### src/rtl/hex_ascii_tx_formatter.sv
// hex_ascii_tx_formatter
// Turns a DATA_W-bit word into printable hexadecimal ASCII characters for a
// UART transmitter byte interface. The most significant nibble is sent first,
// one character per valid/ready transfer. An optional CR/LF pair closes each
// frame. This block performs the reverse of the RX-side ASCII-to-nibble decode.
//
// Frame:  IDLE -> DIGIT (DATA_W/4 chars) -> [CR -> LF] -> IDLE
// The block accepts a word only in IDLE. tx_byte and tx_valid are registered,
// so the first character is valid in the cycle after the word is accepted.
// When tx_ready is held high, every character of a frame transfers on
// consecutive cycles. After the final transfer there is one idle cycle in
// which in_ready is high before the next frame can start.

module hex_ascii_tx_formatter #(
    parameter int DATA_W      = 16,    // word width, multiple of 4, >= 4
    parameter bit UPPERCASE   = 1'b1,  // 1: 'A'-'F', 0: 'a'-'f'
    parameter bit APPEND_CRLF = 1'b1   // 1: terminate each frame with CR, LF
) (
    input  logic              clk,
    input  logic              rst,       // synchronous, active-high
    input  logic [DATA_W-1:0] in_data,
    input  logic              in_valid,
    output logic              in_ready,
    output logic [7:0]        tx_byte,
    output logic              tx_valid,
    input  logic              tx_ready,
    output logic              busy
);

    // ------------------------------------------------------------------
    // Derived constants
    // ------------------------------------------------------------------
    localparam int NIBBLES = DATA_W / 4;
    // A single-nibble word still needs a 1-bit counter to keep the vector legal.
    localparam int CNT_W   = (NIBBLES > 1) ? $clog2(NIBBLES) : 1;

    localparam logic [CNT_W-1:0] CNT_LAST = CNT_W'(NIBBLES - 1);
    localparam logic [CNT_W-1:0] CNT_ZERO = '0;
    localparam logic [CNT_W-1:0] CNT_ONE  = CNT_W'(1);

    localparam logic [7:0] CHAR_CR   = 8'h0D;
    localparam logic [7:0] CHAR_LF   = 8'h0A;
    localparam logic [7:0] CHAR_NONE = 8'h00;

    // FSM encoding
    localparam logic [1:0] ST_IDLE  = 2'd0;
    localparam logic [1:0] ST_DIGIT = 2'd1;
    localparam logic [1:0] ST_CR    = 2'd2;
    localparam logic [1:0] ST_LF    = 2'd3;

    // Reject illegal widths at elaboration rather than emit garbage nibbles.
    generate
        if ((DATA_W < 4) || ((DATA_W % 4) != 0)) begin : g_bad_width
            $error("hex_ascii_tx_formatter: DATA_W must be a multiple of 4 and >= 4");
        end
    endgenerate

    // ------------------------------------------------------------------
    // State
    // ------------------------------------------------------------------
    logic [1:0]        state;
    logic [DATA_W-1:0] shift_reg;   // remaining nibbles, current one at the top
    logic [CNT_W-1:0]  nib_cnt;     // nibbles left after the one on tx_byte
    logic [7:0]        tx_byte_q;
    logic              tx_valid_q;

    // ------------------------------------------------------------------
    // Handshake and datapath helpers
    // ------------------------------------------------------------------
    logic              accept;      // word captured this edge
    logic              xfer;        // character consumed this edge
    logic              last_digit;  // character on tx_byte is the final nibble
    logic [DATA_W-1:0] shift_next;
    logic [7:0]        first_char;
    logic [7:0]        next_char;

    // Map one nibble to its ASCII hex digit.
    function automatic logic [7:0] encode_nibble(input logic [3:0] nib);
        logic [7:0] nib8;
        nib8 = {4'h0, nib};
        if (nib <= 4'd9) begin
            return 8'h30 + nib8;
        end else if (UPPERCASE) begin
            return 8'h41 + (nib8 - 8'd10);
        end else begin
            return 8'h61 + (nib8 - 8'd10);
        end
    endfunction

    // While rst is high, in_ready stays low, so no word can be lost to a
    // capture that reset immediately discards.
    assign in_ready   = (state == ST_IDLE) & ~rst;
    assign accept     = in_valid & in_ready;
    assign xfer       = tx_valid_q & tx_ready;
    assign last_digit = (nib_cnt == CNT_ZERO);

    // The first character is encoded directly from in_data. It is registered in
    // the same edge as the shift register, which keeps the latency at one cycle.
    assign shift_next = shift_reg << 4;
    assign first_char = encode_nibble(in_data[DATA_W-1 -: 4]);
    assign next_char  = encode_nibble(shift_next[DATA_W-1 -: 4]);

    assign tx_byte  = tx_byte_q;
    assign tx_valid = tx_valid_q;
    assign busy     = (state != ST_IDLE);

    // Frame sequencer: capture a word, then walk nibbles, CR and LF one transfer at a time.
    always_ff @(posedge clk) begin
        if (rst) begin
            // NOTE: registered state uses non-blocking assignments so every flop
            // samples the pre-edge values. The datapath registers are also
            // cleared so a reset leaves no stale characters behind.
            state      <= ST_IDLE;
            shift_reg  <= '0;
            nib_cnt    <= CNT_ZERO;
            tx_byte_q  <= CHAR_NONE;
            tx_valid_q <= 1'b0;
        end else begin
            case (state)
                ST_IDLE: begin
                    if (accept) begin
                        shift_reg  <= in_data;
                        nib_cnt    <= CNT_LAST;
                        tx_byte_q  <= first_char;
                        tx_valid_q <= 1'b1;
                        state      <= ST_DIGIT;
                    end
                end

                ST_DIGIT: begin
                    if (xfer) begin
                        if (last_digit) begin
                            if (APPEND_CRLF) begin
                                tx_byte_q <= CHAR_CR;
                                state     <= ST_CR;
                            end else begin
                                tx_byte_q  <= CHAR_NONE;
                                tx_valid_q <= 1'b0;
                                state      <= ST_IDLE;
                            end
                        end else begin
                            shift_reg <= shift_next;
                            nib_cnt   <= nib_cnt - CNT_ONE;
                            tx_byte_q <= next_char;
                        end
                    end
                end

                ST_CR: begin
                    if (xfer) begin
                        tx_byte_q <= CHAR_LF;
                        state     <= ST_LF;
                    end
                end

                ST_LF: begin
                    if (xfer) begin
                        tx_byte_q  <= CHAR_NONE;
                        tx_valid_q <= 1'b0;
                        state      <= ST_IDLE;
                    end
                end

                default: begin
                    tx_byte_q  <= CHAR_NONE;
                    tx_valid_q <= 1'b0;
                    state      <= ST_IDLE;
                end
            endcase
        end
    end

endmodule
### config.mk
export PLATFORM = sky130hd
export DESIGN_NAME = hex_ascii_tx_formatter
export DESIGN_NICKNAME = d
export VERILOG_FILES = /design/src/rtl/hex_ascii_tx_formatter.sv
export SDC_FILE = /design/constraint.sdc
export NUM_CORES = 1
export LEC_CHECK = 0
export CORE_UTILIZATION = 45
export CTS_CLUSTER_DIAMETER = 200
export CTS_CLUSTER_SIZE = 14
export DETAILED_ROUTE_END_ITERATION = 8
export GPL_TIMING_DRIVEN = 0
export PLACE_DENSITY_LB_ADDON = 0.08
export RECOVER_POWER = 25
export SLEW_MARGIN = 10
export SYNTH_ARGS = -nofsm -noshare
export SYNTH_HDL_FRONTEND = slang
export SYNTH_SLANG_ARGS = --single-unit
### constraint.sdc
create_clock -name clk -period 2.1 [get_ports clk]
set_input_delay 0.42 -clock clk [delete_from_list [all_inputs] [get_ports clk]]
set_output_delay 0.42 -clock clk [all_outputs]
set_load 0.02 [all_outputs]
# Word level (Yosys, flattened, before mapping)
# Index checks and enable logic that the tools add are counted.
word_totals:
  in_bits: 20
  register_bits: 25
op_classes:
  n_lt_le_gt_ge: 2
  bitwise: 4
  n_addsub: 7
  n_eq_ne: 9
  reduce_logical: 9
  n_mux: 25
op_table:
  columns: ["cell", "count"]
  rows:
  - ["8-bit 2-to-1 mux", 7]
  - ["12-bit 2-to-1 mux", 3]
  - ["8-bit case mux with 4 select lines", 1]
  - ["12-bit case mux with 2 select lines", 1]
  - ["7-bit by 8-bit adder with 8-bit output (first input constant)", 2]
  - ["2-bit 2-to-1 mux", 8]
  - ["6-bit by 4-bit adder with 7-bit output (first input constant)", 2]
  - ["2-bit != test (second input constant)", 6]
  - ["4-bit by 4-bit subtractor with 5-bit output (second input constant)", 2]
  - ["4-bit less-or-equal comparator (second input constant)", 2]
  - ["2-bit case mux with 4 select lines", 1]
  - ["4-bit AND reduction", 2]
  - ["2-bit nonzero test", 3]
  - ["5-bit AND reduction", 1]
  - ["2-bit equality test (second input constant)", 2]
  - ["2-bit logical NOT", 2]
  - ["2-bit case mux with 2 select lines", 1]
  - ["1-bit AND", 3]
  - ["3-bit AND reduction", 1]
  - ["2-bit by 1-bit equality test with 1-bit output (second input constant)", 1]
  - ["1-bit 2-to-1 mux", 2]
  - ["1-bit case mux with 2 select lines", 1]
  - ["2-bit by 1-bit subtractor with 2-bit output (second input constant)", 1]
  - ["1-bit inverter", 1]

# Logic depth before layout (Yosys ltp)
# Gate-level depths: netlist (run 1).
logic_depth:
  ltp_word: 6
  depth_mapped: 8
  ltp_nobuf: 6

# Least setup slack after synthesis (run 1)
# Ideal clock, no wire load.
synth_timing:
  path_type: "register -> register"
  start: "register state[1]"
  end: "register tx_byte_q[0] (netlist: tx_byte[0])"
  stages_incl_launch_ff: 9
  t_arrival_ns: 1.688
  period_less_slack_ns: 1.765
  slack_ns: 0.335
  path_cell_list: "dfxtp_1 -> inv_1 -> ha_1 -> buf_6 -> or3_4 -> a22oi_4 -> buf_6 -> o21bai_1 -> a41oi_2"
synth_via:
  elab_chain_cells: 5
  elab_cells_between_ends: 12
synth_lines:
  columns: ["item", "line", "text"]
  rows:
  - ["start, declared", "61", "logic [1:0] state;"]
  - ["start signal, assigned", "113", "state <= ST_IDLE;"]
  - ["start signal, assigned", "126", "state <= ST_DIGIT;"]
  - ["start signal, assigned", "135", "state <= ST_CR;"]
  - ["2-bit logical NOT", "92, 119", null]
  - ["1-bit AND", "92", "assign in_ready = (state == ST_IDLE) & ~rst;"]
  - ["1-bit AND", "93", "assign accept = in_valid & in_ready;"]
  - ["2-bit != test (no line)", null, null]
  - ["4-bit AND reduction (no line)", null, null]
  - ["end signal, assigned", "124", "tx_byte_q <= first_char;"]
  - ["end signal, assigned", "144", "tx_byte_q <= next_char;"]
  - ["end, declared", "64", "logic [7:0] tx_byte_q;"]
# Several ways; a longest one is shown, not always the timed one.
# A chain may end at the register's enable or synchronous reset.

# Worst setup path after layout (run 1)
layout_timing:
  start: "register state[1]"
  end: "output port busy"
layout_via:
  elab_chain_cells: 1
layout_lines:
  columns: ["item", "line", "text"]
  rows:
  - ["2-bit nonzero test", "105", "assign busy = (state != ST_IDLE);"]
  - ["end, declared", "27", "output logic busy"]
# No other way between the ends.

==> results.tsv, run 1 <==
metric	value	unit
Die Ht	61.8	um
synthesized area per cell	8.75	um^2
Pleak	0.777	nW
Worst Setup End Kind	output port	
worst path required time	1680	ps
GR Layer Usage met3	0.0373	
Iter 0 DRT Violations	92	
number of flip-flops in the largest register	12	
Worst IR Drop VDD	0.824	mV
clk sinks	24	
pre-CTS setup slack	-252	ps
drt drc	0	
initial antenna violation count	0	
Clock Tree Buf Depth	2	
fraction of registers with async set/reset	0	
hold crit path type	in2reg	
area leader, netlist	dfxtp_1	
Post-DRT Antenna Nets	0	
Post-synth EDFFs	0	
crit start category	register	
Layout area overhead	24.9	%
minimum clock period	2010	ps
# Max-Cap Violations	0	
Max Clk Rate	0.497	GHz
GRT busiest layer	met2	
Worst Tran Pin Value	548	ps
synthesized instance count	184	
cts hold-fix bufs	0	
syn_nets	217	
# diodes	0	
synthesized cell area	1610	um^2
Final Util	0.593	
Ys Warns	0	
grt met1 use	0.284	
top_reg_cell synth	dfxtp_1	
Avg WL per Cell	14.2	um
clock latency at the later pin of the worst-skew pair	320	ps
ranking of synthesized cells by area	dfxtp_1, ha_1, a211oi_1	
clock network fraction of design power	0.114	
GR Overflow Total	0	
clock skew	1.07	ps
Slew headroom	0.635	
Post-DP Area	1940	um^2
post-synthesis register bit count	24	
io pins	31	
first-pass GRT wire length	6110	um
Placement Rows	21	
port buffer count	27	
WS Path Type	reg2out	
Post-synth top cells	dfxtp_1, nor2_1, ha_1, a211oi_1, a21oi_1	
register area share after synthesis	0.298	
post-route cell area	2010	um^2
Layout Nets	249	
Pwr Density	1490	nW/um^2
Sw Pwr	1.34	mW
placed wire-length estimate	2900	um
Layout fillers	325	
Int Power	1.65	mW
Root Buffer	clkbuf_4	
sw frac	0.449	
RePlAce Congestion	0.838	
CORE AREA	3390	um^2
vias in the first global route	1378	
CP Max Fanout	10	
Detailed Route WL	3710	um
clock-pin slew on the worst setup and hold paths	140	ps
Seq pwr share	0.258	
r2r setup slk	120	ps
total global-route track usage	0.217	
setup violators final	0	
H-tree depth	1	
share of layout cells above drive strength 1	0.121	
status	complete, no violations	
Starting Density	0.475	
CTS Buf Count	3	
Worst EP arrival	1590	ps
drt pass-1 iters	4	
final setup TNS	0	ps
Comb pwr share	0.627	
vias per inst	5.60	
worst hold margin	351	ps
DR vias	1461	
Hold Vio Cnt, Final	0	
most common cell in the synthesized netlist	dfxtp_1	
Die ar.	3820	um^2
M2 GR Usage	0.353	
Die W	61.8	um
TritonCTS clock tree	yes	
Distinct cells, synth	45	
worst setup slack after layout	86.2	ps
largest net degree at the start of global routing	15	
RSZ-0062 raised after global routing	false	
post-synth top area share	0.298	
period utilisation layout	0.959	
Final Max Slew Viols	0	
power by group through the flow:
| stage | sequential (mW) | combinational (mW) | clock (mW) |
|---|---|---|---|
| 6_report | 0.772 | 1.87 | 0.341 |
| 5_1_grt | 0.799 | 2.08 | 0.372 |
| 4_1_cts | 0.773 | 1.86 | 0.347 |
| 3_5_place_dp | 0.786 | 1.84 | 0 |
| 3_3_place_gp | 0.772 | 1.79 | 0 |
| 2_1_floorplan | 0.833 | 1.28 | 0 |
cells in the final DEF, fill, tap and decap left out, drive strengths merged, types with 3 or more instances in the layout:
cell type      count
dfxtp             24
nor2              21
clkdlybuf4s50     19
a211oi            13
ha                13
a21oi             12
inv               11
nand2b             9
mux2i              8
clkbuf             8
nand2              7
a22oi              7
buf                7
dlygate4sd3        6
o21ai              4
and3               4
nand3              4
a311oi             3
o311ai             3
o21bai             3
cell families (layout without fill, tap and decap cells):
group / Yosys count / in the layout / share of synthesized area
AOI/OAI and AO/OA: 61 / 61 / 0.301
and+or+nand+nor: 54 / 54 / 0.174
DFF: 24 / 24 / 0.298
buffers and inverters: 22 / 53 / 0.0676
adders and majority gates: 13 / 13 / 0.101
muxes: 8 / 8 / 0.0497
other: 1 / 1 / 0.00233
xor gates and xnor gates: 1 / 1 / 0.00544
cell type report:
cell class                      count  area [um^2]  area share
Inverter                           11         41.3      0.0205
Buffer                             11         70.1      0.0348
Tap cell                           46         57.6      0.0286
Multi-Input combinational cell    138         1040       0.518
Clock buffer                        3         22.5      0.0112
Timing Repair Buffer               27          267       0.133
Clock inverter                      1         30.0      0.0149
Sequential cell                    24          482       0.240
final timing paths:
| kind | start | endpoint | cells past startpoint |
|---|---|---|---|
| max | state[1] | busy | 5 |
| min | rst | state[0] | 2 |
| max reg2reg | state[1] | tx_byte[4] | 8 |
| min reg2reg | tx_byte[1] | tx_byte[1] | 2 |
per-stage QoR:
stage / cells / power (mW)
6_report: 261 / 2.99
3_5_place_dp: 257 / 2.63
4_1_cts: 261 / 2.98
3_3_place_gp: 257 / 2.57
5_1_grt: 261 / 3.25
2_1_floorplan: 184 / 2.11
routing by layer:
layer | share of wire | vias up
met4 | 0.0078 | 0
met2 | 0.49 | 37
met1 | 0.45 | 676
met3 | 0.045 | 5
li1 | - | 743
met5 | 0 | -
worst max-delay path: stages, from the launching register on:
cell,delay (ps)
dfxtp_1,380
inv_1,110
ha_4,210
buf_4,180
inv_2,110
clkdlybuf4s15_2,270
repair_timing:
action                                  4_1_cts  5_1_grt
buffers inserted                              0        0
gates resized for setup                       7        6
pin swaps                                     0        0
endpoints found under the setup margin        2        5
Note: power is estimated with default switching activity, not from simulation.
==> inputs of run 2 (changes only) <==
--- a/config.mk
+++ b/config.mk
@@ -11,7 +11,7 @@
 export DETAILED_ROUTE_END_ITERATION = 8
 export GPL_TIMING_DRIVEN = 0
 export PLACE_DENSITY_LB_ADDON = 0.08
-export RECOVER_POWER = 25
+export RECOVER_POWER = 50
 export SLEW_MARGIN = 10
 export SYNTH_ARGS = -nofsm -noshare
 export SYNTH_HDL_FRONTEND = slang
==> constraint.sdc (replaced) <==
create_clock -name clk -period 2.1 [get_ports clk]
set_input_delay 0.42 -clock clk [delete_from_list [all_inputs] [get_ports clk]]
set_output_delay 0.42 -clock clk [all_outputs]
set_load 0.1 [all_outputs]
==> run 2 against run 1 <==
Critical path depth did not move. Worst hold slack about the same. Critical path type unchanged. Highest routed layer unchanged. Final cell count unchanged. Count of clock-buffer cells in the layout unchanged. Critical endpoint unchanged. Clock power rose by 3%. Flip-flop and latch count is the same. Fmax is 1.4% lower. Register-to-register slack about the same.
==> results.tsv, run 2 (synthesis results as in run 1) <==
metric	value	unit
port buffer count	27	
Layout area overhead	24.1	%
worst path required time	1680	ps
Pwr Density	1760	nW/um^2
Worst Tran Pin Value	1170	ps
Root Buffer	clkbuf_4	
buffers and inverters on the worst path	4	
CORE AREA	3390	um^2
setup violators final	0	
Iter 0 DRT Violations	115	
Post-DRT Antenna Nets	0	
Die Ht	61.8	um
placed wire-length estimate	2860	um
Die ar.	3820	um^2
status	complete, no violations	
vias per inst	5.69	
CP Max Fanout	10	
commonest non-fill, non-tap cell in the layout	dfxtp_1	
H-tree depth	1	
final setup TNS	0	ps
first-pass GRT wire length	5850	um
vias in the first global route	1316	
clock skew	10.3	ps
CTS Buf Count	3	
share of layout cells above drive strength 1	0.126	
Die W	61.8	um
drt pass-1 iters	4	
minimum clock period	2040	ps
most frequent cells in the layout	dfxtp_1, nor2_1, clkdlybuf4s50_1	
DR vias	1485	
drt drc	0	
clock-pin slew on the worst setup and hold paths	150	ps
number of setup buffers added after CTS	0	
Worst IR Drop VDD	0.842	mV
Layout fillers	318	
Worst Setup End Kind	output port	
Worst EP arrival	1620	ps
CP cell instances	inv_1, ha_2, clkbuf_4, inv_2, buf_8	
hold crit path type	in2reg	
Clock Tree Buf Depth	2	
Max Clk Rate	0.490	GHz
post-route cell area	2000	um^2
largest net degree at the start of global routing	15	
dpl cells	257	
Post-Layout Cell Count	261	
# diodes	0	
Slew headroom	0.226	
io pins	31	
# Max-Cap Violations	0	
clk sinks	24	
RSZ-0062 raised after global routing	false	
RePlAce Congestion	0.845	
clock latency at the later pin of the worst-skew pair	340	ps
cts hold-fix bufs	0	
Max stage delay on crit path	360	ps
Final Util	0.590	
CP delay by family, top	buffers and inverters	
Final Max Slew Viols	0	
WS Path Type	reg2out	
TritonCTS clock tree	yes	
CP max-delay cell	dfxtp_1	
Avg WL per Cell	14.3	um
Pleak	0.791	nW
period utilisation layout	0.972	
total global-route track usage	0.206	
Starting Density	0.475	
Detailed Route WL	3730	um
crit start category	register	
Post-DP Area	1950	um^2
number of flip-flops in the largest register	12	
GR Overflow Total	0	
Layout Nets	249	
Placement Rows	21	
Hold Vio Cnt, Final	0	
initial antenna violation count	0	
## run 2: cell types whose count changed in the layout (fill, tap and decap cells not counted)
| cell | before | now |
|---|---|---|
| clkbuf_4 | 3 | 4 |
| clkdlybuf4s15_1 | 0 | 1 |
| nor2b_1 | 2 | 1 |
| dlygate4sd3_1 | 6 | 1 |
| dlygate4sd2_1 | 0 | 6 |
| ha_4 | 1 | 0 |
| clkbuf_1 | 4 | 5 |
| nor2b_4 | 0 | 1 |
| buf_8 | 0 | 1 |
| clkdlybuf4s15_2 | 1 | 0 |
| buf_4 | 3 | 2 |
| ha_2 | 0 | 1 |
| clkdlybuf4s50_1 | 19 | 16 |
## run 2: what timing repair did
item / in CTS / in global routing
pin swaps: 0 / 1
gates cloned: 0 / 0
endpoints found under the setup margin: 10 / 5
resized for setup: 24 / 5
## run 2: power by group
| part | internal [mW] | switching (mW) | total (mW) |
|---|---|---|---|
| combinational | 0.783 | 1.61 | 2.39 |
| clock | 0.193 | 0.158 | 0.352 |
| sequential | 0.641 | 0.134 | 0.775 |
| total | 1.62 | 1.90 | 3.52 |
## run 2: final timing paths
path	start	to	slack (ps)	cells after the start
worst max-delay path	state[1]	busy	60	5
worst max register to register	state[1]	tx_byte[0]	120	8
worst min-delay path	rst	state[0]	350	2
worst min register to register	nib_cnt[0]	nib_cnt[0]	500	2
## run 2: layout make-up
class | instances | area, um^2 | area share
multi-input combinational | 138 | 1040 | 0.520
timing repair buffer | 27 | 259 | 0.130
inverter | 11 | 41.3 | 0.0207
clock buffer | 3 | 22.5 | 0.0113
tap | 46 | 57.6 | 0.0288
clock inverter | 1 | 30.0 | 0.0150
buffer | 11 | 67.6 | 0.0338
sequential | 24 | 482 | 0.241
## run 2: stage by stage
step | power [mW] | hold slack (ps) | setup WS (ps)
floorplan | 2.66 | 450 | 9.56
global placement | 3.11 | 462 | -628
detailed placement | 3.18 | 474 | -655
CTS | 3.51 | 362 | 22.4
global route | 3.73 | 378 | 3.67
finish | 3.52 | 350 | 58.2
## run 2: worst register-to-register path, cell delays in order (launching register included)
cell	delay [ps]
dfxtp_1	380
inv_1	90
ha_1	200
buf_6	140
or3_4	400
a22oi_4	270
buf_6	200
o21bai_1	90
a41oi_2	150
## run 2: layer usage
metal | track usage | vias up | wire length (um)
met2 | 0.338 | 37 | 1670
met5 | 0 | - | 0
li1 | - | 742 | -
met1 | 0.278 | 699 | 1870
met4 | 0.0889 | 0 | 72
met3 | 0.0186 | 7 | 116
==> inputs of run 3 (changes only) <==
--- a/config.mk
+++ b/config.mk
@@ -5,6 +5,8 @@
 export SDC_FILE = /design/constraint.sdc
 export NUM_CORES = 1
 export LEC_CHECK = 0
+export ABC_AREA = 1
+export ABC_CLOCK_PERIOD_IN_PS = 2100
 export CORE_UTILIZATION = 45
 export CTS_CLUSTER_DIAMETER = 200
 export CTS_CLUSTER_SIZE = 14
==> run 3 against run 2 <==
Sequential power barely moved. Final area grew 1.8%. Worst setup slack improved by 16 ps. First-iteration DRC count fell by 33%. Clock skew down 4.2 ps. Non-clock buffer count decreased by 2. Wire length shrank 7.9%. Core utilization grew 0.15 points. Die area is 4.1% higher. Final cell count rose by 20%. Synthesized area increased by 4.3%. Critical endpoint unchanged. Largest power group unchanged. Highest routed layer unchanged.
==> results.tsv, run 3 <==
metric	value	unit
WS Path Type	reg2out	
clock-pin slew on the worst setup and hold paths	90	ps
number of setup buffers added after CTS	0	
Avg WL per Cell	11.0	um
most frequent cells in the layout	nand2_1, inv_1, dfxtp_1, o21ai_0, clkdlybuf4s50_1	
Max Used Layer	met4	
vias per inst	4.88	
most common cell in the synthesized netlist	nand2_1	
DR vias	1529	
sw frac	0.558	
initial antenna violation count	0	
register area share after synthesis	0.286	
commonest non-fill, non-tap cell in the layout	nand2_1	
setup violators final	0	
TritonCTS clock tree	yes	
placed wire-length estimate	2620	um
synthesized cell area	1680	um^2
Comb pwr share	0.688	
clock latency at the later pin of the worst-skew pair	270	ps
RePlAce Congestion	0.832	
Iter 0 DRT Violations	77	
Pleak	0.948	nW
clock network fraction of design power	0.092	
Int Power	1.56	mW
final setup TNS	0	ps
metal3 WL	108	um
Die Ht	63.1	um
wire length on met2	1460	um
Worst Setup End Kind	output port	
Distinct cells, synth	35	
pre-CTS setup slack	-350	ps
Sw Pwr	1.97	mW
synthesized area per cell	7.15	um^2
CP Max Fanout	8	
Die ar.	3980	um^2
share of layout cells above drive strength 1	0.120	
RSZ-0062 raised after global routing	false	
# diodes	0	
syn_nets	268	
period utilisation layout	0.965	
area leader, netlist	dfxtp_1	
Worst EP arrival	1610	ps
io pins	31	
ranking of synthesized cells by area	dfxtp_1, nand2_1, ha_1	
Die W	63.1	um
Starting Density	0.488	
H-tree depth	1	
crit start category	register	
CORE AREA	3440	um^2
# Max-Cap Violations	0	
drt drc	0	
minimum clock period	2030	ps
vias in the first global route	1390	
Seq pwr share	0.220	
Hold Vio Cnt, Final	0	
clk sinks	24	
Pwr Density	1730	nW/um^2
Post-synth top cells	nand2_1, inv_1, dfxtp_1, o21ai_0	
Clock Tree Buf Depth	2	
Root Buffer	clkbuf_8	
Slew headroom	0.361	
total global-route track usage	0.189	
Layout fillers	348	
port buffer count	28	
Final Max Slew Viols	0	
r2r setup slk	320	ps
Layout Nets	301	
Post-synth EDFFs	0	
synthesized instance count	235	
number of flip-flops in the largest register	12	
top_reg_cell synth	dfxtp_1	
GR Overflow Total	0	
post-synthesis register bit count	24	
clock skew	6.09	ps
largest net degree at the start of global routing	14	
Worst Tran Pin Value	963	ps
fraction of registers with async set/reset	0	
status	complete, no violations	
Post-DRT Antenna Nets	0	
Ys Warns	0	
post-synth top area share	0.286	
hold crit path type	in2reg	
Placement Rows	21	
Layout area overhead	21.2	%
Post-Route M1 WL	1840	um
drt pass-1 iters	4	
worst path required time	1680	ps
Detailed Route WL	3430	um
worst setup slack after layout	74.0	ps
CTS Buf Count	3	
first-pass GRT wire length	6110	um
Worst IR Drop VDD	0.807	mV
Max Clk Rate	0.494	GHz
run 3: cell count changes after synthesis, moves of 4 or more:
cell and change:
nand2_1 +56, mux2i_1 -8, a211oi_1 -10, o21ai_0 +20, nand3_1 +7, a22oi_1 -5
nand2b_1 -8, a31oi_1 +8, inv_1 +16, and3_1 -4, nor2_1 -11
run 3: per-layer routing:
layer / vias to the layer above / track usage
met2: 30 / 0.298
li1: 833 / -
met5: - / 0
met1: 664 / 0.265
met4: 0 / 0.0523
met3: 2 / 0.0254
run 3: critical path, stage by stage (launching register included):
cell     delay (ps)
dfxtp_1         370
inv_1            80
ha_1            210
buf_6           140
inv_4           100
buf_2           440
run 3: worst paths after layout:
check / start / to / cells past startpoint
worst max-delay path: state[0] / busy / 5
worst min-delay path: rst / shift_reg[2] / 2
worst min register to register: shift_reg[3] / shift_reg[3] / 2
worst max register to register: state[0] / tx_byte[4] / 11
run 3: logic make-up after synthesis:
kind of cell    synth area share
simple gates               0.256
xor+xnor                  0.0104
flops                      0.286
buf+inv                    0.130
compound gates             0.218
other cells              0.00223
fa+ha+maj                 0.0969
run 3: power by group through the flow:
stage | clock (mW) | sequential, mW | combinational [mW]
2_1_floorplan | 0 | 1.24 | 1.60
3_3_place_gp | 0 | 0.784 | 2.54
3_5_place_dp | 0 | 0.788 | 2.55
4_1_cts | 0.325 | 0.776 | 2.49
5_1_grt | 0.351 | 0.802 | 2.67
6_report | 0.324 | 0.776 | 2.43
run 3: what timing repair did:
| action | in CTS | in global routing |
|---|---|---|
| setup endpoints to repair | 10 | 5 |
| resized for setup | 18 | 2 |
| hold buffers | 0 | 0 |
run 3: metrics by stage:
stage / std cells / power, mW / util / instance area (um^2) / hold WS [ps]
after floorplan: 235 / 2.84 / - / 1680 / 425
after global placement: 309 / 3.32 / 0.587 / 2020 / 441
after detailed placement: 309 / 3.33 / 0.587 / 2020 / 444
after CTS: 313 / 3.59 / 0.597 / 2050 / 370
after global routing: 313 / 3.82 / 0.591 / 2030 / 362
final: 313 / 3.53 / 0.591 / 2030 / 366
run 3: layout make-up:
class	instances	area (um^2)	area share
buffer	8	85.1	0.0418
clock buffer	4	55.1	0.0271
timing repair buffer	28	260	0.128
multi-input combinational	171	963	0.474
tap	46	57.6	0.0283
sequential	24	480	0.236
inverter	32	133	0.0652
